===== src/rtl/switch_agg_demux.sv =====
// Write-side aggregate demux: assembles a stream of 3-bit lanes into one of
// two 3-lane register banks selected by the registered bank-select `state`.
module switch_agg_demux (
    input  logic       clk,
    input  logic       rst,
    input  logic       in,
    input  logic       wr_en,
    input  logic [2:0] wr_data,
    input  logic       clr_0,
    input  logic       clr_1,
    output logic [2:0] bank0_0,
    output logic [2:0] bank0_1,
    output logic [2:0] bank0_2,
    output logic [2:0] bank1_0,
    output logic [2:0] bank1_1,
    output logic [2:0] bank1_2,
    output logic       done_0,
    output logic       done_1,
    output logic [1:0] lane,
    output logic       state,
    output logic       abort
);

    localparam int unsigned LANE_W    = 3;
    localparam int unsigned LANES     = 3;
    localparam int unsigned BANKS     = 2;
    localparam logic [1:0]  LAST_LANE = 2'(LANES - 1);

    logic [BANKS-1:0][LANES-1:0][LANE_W-1:0] bank_q, bank_d;
    logic [BANKS-1:0]                        done_q, done_d;
    logic [1:0]                              lane_q, lane_d;
    logic                                    state_q, state_d;
    logic                                    abort_q, abort_d;

    // Next-state: write into the current bank, then let a bank switch override the lane pointer.
    always_comb begin
        state_d = in;
        lane_d  = lane_q;
        bank_d  = bank_q;
        done_d  = done_q;
        abort_d = 1'b0;

        if (clr_0) done_d[0] = 1'b0;
        if (clr_1) done_d[1] = 1'b0;

        if (wr_en) begin
            bank_d[state_q][lane_q] = wr_data;
            if (lane_q == LAST_LANE) begin
                lane_d          = 2'd0;
                done_d[state_q] = 1'b1;
            end else begin
                lane_d = lane_q + 2'd1;
            end
        end

        // A switch abandons a partial aggregate unless this edge completed it.
        if (in != state_q) begin
            lane_d  = 2'd0;
            abort_d = (lane_q != 2'd0) && !(wr_en && (lane_q == LAST_LANE));
        end
    end

    always_ff @(posedge clk) begin
        if (rst) begin
            bank_q  <= '0;
            done_q  <= '0;
            lane_q  <= 2'd0;
            state_q <= 1'b0;
            abort_q <= 1'b0;
        end else begin
            bank_q  <= bank_d;
            done_q  <= done_d;
            lane_q  <= lane_d;
            state_q <= state_d;
            abort_q <= abort_d;
        end
    end

    assign bank0_0 = bank_q[0][0];
    assign bank0_1 = bank_q[0][1];
    assign bank0_2 = bank_q[0][2];
    assign bank1_0 = bank_q[1][0];
    assign bank1_1 = bank_q[1][1];
    assign bank1_2 = bank_q[1][2];
    assign done_0  = done_q[0];
    assign done_1  = done_q[1];
    assign lane    = lane_q;
    assign state   = state_q;
    assign abort   = abort_q;

endmodule


===== config.mk =====
export PLATFORM = sky130hd
export DESIGN_NAME = switch_agg_demux
export DESIGN_NICKNAME = d
export VERILOG_FILES = /design/src/rtl/switch_agg_demux.sv
export SDC_FILE = /design/constraint.sdc
export NUM_CORES = 1
export LEC_CHECK = 0
export CORE_MARGIN = 5
export CORE_UTILIZATION = 44
export CTS_CLUSTER_DIAMETER = 40
export DETAILED_ROUTE_END_ITERATION = 7
export HOLD_SLACK_MARGIN = 0.12
export PLACE_DENSITY = 0.82
export SLEW_MARGIN = 20
export SYNTH_ARGS = -nofsm -noshare
export SYNTH_HDL_FRONTEND = slang
export SYNTH_SLANG_ARGS = --single-unit
export TNS_END_PERCENT = 50

===== constraint.sdc =====
create_clock -name clk -period 1.4 [get_ports clk]
set_input_delay 0.28 -clock clk [delete_from_list [all_inputs] [get_ports clk]]
set_output_delay 0.28 -clock clk [all_outputs]
set_load 0.02 [all_outputs]

==> results of run 1 <==
metal layers:
layer | wire (um) | vias to the layer above
met3 | 106 | 2
met2 | 1140 | 19
li1 | - | 378
met5 | 0 | -
met1 | 981 | 373
met4 | 12 | 0
registers in the layout, indices dropped and copies added (netlist names):
register / count
bank0_1: 3
lane: 2
bank1_1: 3
abort: 1
state: 1
bank1_2: 3
bank0_2: 3
bank0_0: 3
done_q: 2
bank1_0: 3
through the flow:
| step | util | cells | instance area [um^2] | worst slack (ps) |
|---|---|---|---|---|
| 2_1_floorplan | - | 90 | 988 | 12.5 |
| 6_report | 0.628 | 154 | 1360 | 66.2 |
| 4_1_cts | 0.628 | 154 | 1360 | 52.4 |
| 3_3_place_gp | 0.625 | 150 | 1360 | -202 |
| 3_5_place_dp | 0.625 | 150 | 1360 | -245 |
| 5_1_grt | 0.628 | 154 | 1360 | 12.8 |
cells by family (layout without fill, tap and decap cells):
logic type      after synthesis  in the layout  share of synthesized area
simple gates                 34             34                      0.244
flops                        24             24                      0.486
mux                          18             18                      0.182
buf+inv                       7             43                     0.0367
compound gates                5              5                     0.0329
xor+xnor                      2              2                     0.0177
tightest hold or removal path: cells and delay by family, from the launching register on:
kind               cells  cell delay (ps)
AOI/OAI and AO/OA      1               60
and+or+nand+nor        1               60
DFF                    1              330
path summary, 6_finish.rpt:
check,start,slack [ps],to,cells past startpoint
setup reg to reg,lane[0],150,bank0_0[1],2
setup / recovery,state,70,state,1
hold reg to reg,done_q[0],480,done_q[0],2
hold / removal,done_q[0],480,done_q[0],2
placed cells by master, fill, tap and decap left out:
cell / synthesis / layout
a21oi_1: 2 / 2
buf_4: 0 / 6
nand4bb_1: 3 / 3
xnor2_1: 1 / 1
mux2i_1: 18 / 18
dfxtp_1: 24 / 24
a211oi_1: 3 / 3
clkdlybuf4s50_1: 0 / 8
or3b_1: 1 / 1
inv_1: 1 / 1
or4b_1: 1 / 1
nor2b_1: 1 / 1
nand3b_1: 1 / 1
dlygate4sd2_1: 0 / 24
nand2b_1: 24 / 24
clkbuf_8: 0 / 1
or2b_1: 1 / 1
nand4b_1: 2 / 2
clkbuf_4: 0 / 3
xor2_1: 1 / 1
final cells by class:
class	count	area, um^2
Timing Repair Buffer	38	335
Sequential cell	24	480
Fill cell	207	807
Clock buffer	4	36.3
Inverter	1	3.75
Tap cell	28	35.0
Multi-Input combinational cell	59	472
power groups by stage:
stage          Sequential [mW]  Clock, mW  Combinational [mW]
2_1_floorplan            0.745          0              0.0722
3_3_place_gp             0.726          0               0.165
3_5_place_dp             0.726          0               0.169
4_1_cts                  0.711      0.367               0.158
5_1_grt                  0.713      0.394               0.169
6_report                 0.710      0.361               0.157
==> flow_metrics.env, run 1 <==
export IMPL_io_buffers=32
export IMPL_hpwl_mm=1.71
export IMPL_cts_buffers=3
export IMPL_leakagePower_nw=0.703
export IMPL_synth_area_leader_cell="dfxtp_1"
export IMPL_ys_seq_elements=24
export IMPL_clk_path_buf_depth=2
export IMPL_setup_tns_ps=0
export IMPL_use_met1=0.163
export IMPL_path_cells="dlygate4sd2_1"
export IMPL_setup_viol=0
export IMPL_grt_max_degree=21
export IMPL_clkPwrFrac=0.294
export IMPL_busiest_layer="met2"
export IMPL_slew_headroom=0.787
export IMPL_cts_resized=24
export IMPL_synthToLayoutAreaGrowth_pct=37.8
export IMPL_first_iter_violations=11
export IMPL_cts_tree="yes"
export IMPL_hold_class="reg -> reg"
export IMPL_fmax_mhz=750
export IMPL_cp_slowest_stage_delay_ps=400
export IMPL_min_period_ps=1330
export IMPL_cts_root_buf="clkbuf_4"
export IMPL_cp_end_kind="output port"
export IMPL_clk_latency_ps=310
export IMPL_htree_levels=1
export IMPL_critPathBufInv=1
export IMPL_n_antenna_cell=0
export IMPL_path_clk_slew_ps=130
export IMPL_core_area_um2=2170
export IMPL_critPathRequiredTime_ps=1120
export IMPL_drive_gt1_frac=0.0794
export IMPL_holdWs_ps=482
export IMPL_die_area_um2=3290
export IMPL_gp_congestion=0.707
export IMPL_drc=0
export IMPL_crit_fanout=4
export IMPL_status="finished clean"
export IMPL_synth_warnings=0
export IMPL_synth_seq_area_share=0.486
export IMPL_globalRouteMet2Util=0.255
export IMPL_start_util=0.456
export IMPL_die_x_um=57.4
export IMPL_rows=17
export IMPL_maxSlewViolCount=0
export IMPL_synth_edf_count=0
export IMPL_synthArstFlopShare=0
export IMPL_internal_power_mw=0.939
export IMPL_cts_sinks=24
export IMPL_pwr_share_seq=0.578
export IMPL_crit_slowest_cell="dfxtp_1"
export IMPL_synth_nets=99
export IMPL_criticalPathCategory="reg -> out"
export IMPL_syn_area_per_cell_um2=11.0
export IMPL_p_per_area_nw_per_um2=902
export IMPL_critPathLaunchType="flop"
export IMPL_track_usage=0.141
export IMPL_antenna_left=0
export IMPL_routedWlPerCell_um=14.5
export IMPL_grt_use_met3=0.0226
export IMPL_routed_via_density=5.01
export IMPL_rsz0062_at_grt="no"
export IMPL_die_h_um=57.4
export IMPL_hold_buffers=0
export IMPL_wl_mm=2.24
export IMPL_vias=772
export IMPL_grt_pass1_wl_mm=3.70
export IMPL_synth_top_area_share=0.486
export IMPL_synth_cell_types=18
export IMPL_ys_flop_type="dfxtp_1"
export IMPL_p_sw_frac=0.236
export IMPL_worst_pin_slew_ps=317
export IMPL_cp_top_family="flip-flops"
export IMPL_synth_common_cells="dfxtp_1, nand2b_1, mux2i_1"
export IMPL_syn_area_um2=988
export IMPL_ioPinCount=33
export IMPL_period_share=0.953
export IMPL_grt_ovfl_total=0
export IMPL_first_pass_iters=4
export IMPL_post_cts_buffers=0
export IMPL_antenna_found_initial=0
export IMPL_combPwrFrac=0.128
export IMPL_hold_viol=0
export IMPL_cap_viol_max_count=0
export IMPL_vdd_ir_drop_max_mv=0.637
export IMPL_synth_cells=90
export IMPL_netlist_top_cells_area="dfxtp_1, mux2i_1, nand2b_1"
export IMPL_fin_nets=136
export IMPL_critPathArrivalTime_ps=1050
export IMPL_power_switching_mw=0.290
export IMPL_power_mw=1.23
export IMPL_first_global_vias=812
export IMPL_clock_skew_ps=4.60
No activity file was read; power rests on OpenSTA's default activity.
==> run 2, diff against run 1 <==
--- a/config.mk
+++ b/config.mk
@@ -7,7 +7,7 @@
 export LEC_CHECK = 0
 export CORE_MARGIN = 5
 export CORE_UTILIZATION = 44
-export CTS_CLUSTER_DIAMETER = 40
+export CTS_CLUSTER_DIAMETER = 50
 export DETAILED_ROUTE_END_ITERATION = 7
 export HOLD_SLACK_MARGIN = 0.12
 export PLACE_DENSITY = 0.82
==> results of run 2 <==
No change in the layout: final DEF, timing and power equal those of run 1.
==> edit: new RTL, flow settings as in run 2 <==
Make the reset (`rst`) asynchronous in one clocked block.
--- a/src/rtl/switch_agg_demux.sv
+++ b/src/rtl/switch_agg_demux.sv
@@ -60,7 +60,7 @@
         end
     end
 
-    always_ff @(posedge clk) begin
+    always_ff @(posedge clk or posedge rst) begin
         if (rst) begin
             bank_q  <= '0;
             done_q  <= '0;
Function: differs if rst is asserted again (counterexample within 4 cycles, from zero or initial values and one cycle with rst high); with rst held inactive, the same outputs for 10 cycles.
==> edit against run 2 <==
- worst setup slack got worse by 44 ps
- synthesized cell count decreased by 29%
- via count is 16% lower
- design area up 2.2%
- utilization up 0.76 points
- routed wire length down 7.2%
- critical path depth rose by 2
- synthesized area increased by 1.3%
- sequential cell count unchanged
- clock skew fell by 2.3 ps
- critical path type is now reg2reg
Power is not compared: it rests on default switching activity, and its combinational part moved more than twofold at a synthesized area within 25%.
==> edit: results (changes against run 2) <==
Setup path
  • Arrival time at the worst endpoint: 1570 ps (was 1050 ps)
  • CP max FO: 5 (was 4)
  • Crit-path slowest cell: dfrtp_2 (was dfxtp_1)
  • Cell family with most CP delay: flip-flops (unchanged)
  • RR Startpoint: lane[0]$_DFFE_PP0P_ (was lane[0]$_SDFFE_PP0P_)
  • R2R depth: 3 (was 2)
  • CP endpoint: bank0_0[2]$_DFFE_PP0P_ (was state)
  • Type of origin of the critical path: register (unchanged)
  • CP max stage delay: 470 ps (was 400 ps)

Route
  • DRT Pass-1 Iters: 3 (was 4)
  • DRC Markers: 0 (unchanged)
  • Starting DRT DRC Count: 5 (was 11)
  • Routed len/inst: 16.0 um (was 14.5 um)
  • DR vias: 649 (was 772)

Cells and area
  • Non-Filler Instances: 130 (was 154)
  • Design Area, Final: 0.00139 mm^2 (was 0.00136 mm^2)
  • # fillers: 188 (was 207)
  • Share of layout cells above drive strength 1: 33.3% (was 7.94%)
  • Fin nets: 112 (was 136)

STA
  • Actual slew at the worst max-slew pin: 315 ps (was 317 ps)
  • Hold_ws: 304 ps (was 482 ps)
  • Final setup margin: 22.3 ps (was 66.2 ps)
  • Final clock skew: 2.27 ps (was 4.60 ps)

Outcome
  • Status: complete, no violations (unchanged)

Synth
  • Post-synthesis cell type count: 19 (was 18)
  • Post-Syn Nets: 73 (was 99)
  • Synth warn: 0 (unchanged)
  • Part of the Yosys area used for sequential elements: 60.0% (was 48.6%)
  • Commonest cells in the netlist: dfrtp_1, mux2_2, inv_1, mux2_4 (was dfxtp_1, nand2b_1, mux2i_1)
  • Async S/R FF share, synth: 100% (was 0%)
  • Post-Syn Instances: 64 (was 90)
  • Main area contributors after synthesis: dfrtp_1, mux2_2, mux2_4 (was dfxtp_1, mux2i_1, nand2b_1)

Place
  • Hpwl dp: 1480 um (was 1710 um)
  • Port bufs: 32 (unchanged)
  • GP Congestion: 0.676 (was 0.707)
  • Dpl ws: -351 ps (was -245 ps)
  • Placed cells: 124 (was 150)

Clock network
  • Post_cts resized: 31 (was 24)
  • Root buf cell: clkbuf_4 (unchanged)
  • # Post-CTS Setup Buffers: 2 (was 0)
  • Longest Clk Path Bufs: 2 (unchanged)
  • CTS buffer count: 3 (unchanged)

Global route
  • Initial antenna violation count: 0 (unchanged)
  • First-pass GRT wire length: 3420 um (was 3700 um)
  • Total track usage: 13.2% (was 14.1%)
  • Vias in the first global route: 679 (was 812)
  • Pin count of the biggest net entering global routing: 25 (was 21)

Worst hold path
  • Type of the tightest min-delay check: in2async (was reg2reg)
==> edit: cells by family after synthesis <==
logic type / count (synthesis) / synth area share (%)
flip-flops: 24 / 60.0
AO/OA/AOI/OAI: 5 / 3.00
buffers and inverters: 6 / 2.75
AND/OR/NAND/NOR: 10 / 11.6
multiplexers: 18 / 21.8
XOR/XNOR: 1 / 0.875
==> edit: tightest hold or removal path, delay by kind of cell <==
| kind | cells | cell delay (ps) |
|---|---|---|
| buf+inv | 3 | 730 |
==> edit: per-layer routing <==
metal	vias up	part of all wire (%)	track usage, %	wire length (um)
li1	308	-	-	-
met1	325	42	16.3	865
met2	14	52	23.2	1070
met3	2	5.3	1.78	111
met4	0	1.3	4.97	27
met5	-	0	0	0
==> edit: layout make-up <==
type                            instances  share of cell area, %
Tap cell                               28                   2.52
Multi-Input combinational cell         34                   27.3
Inverter                                4                   1.08
Sequential cell                        24                   43.4
Clock buffer                            4                   1.89
Timing Repair Buffer                   36                   23.8
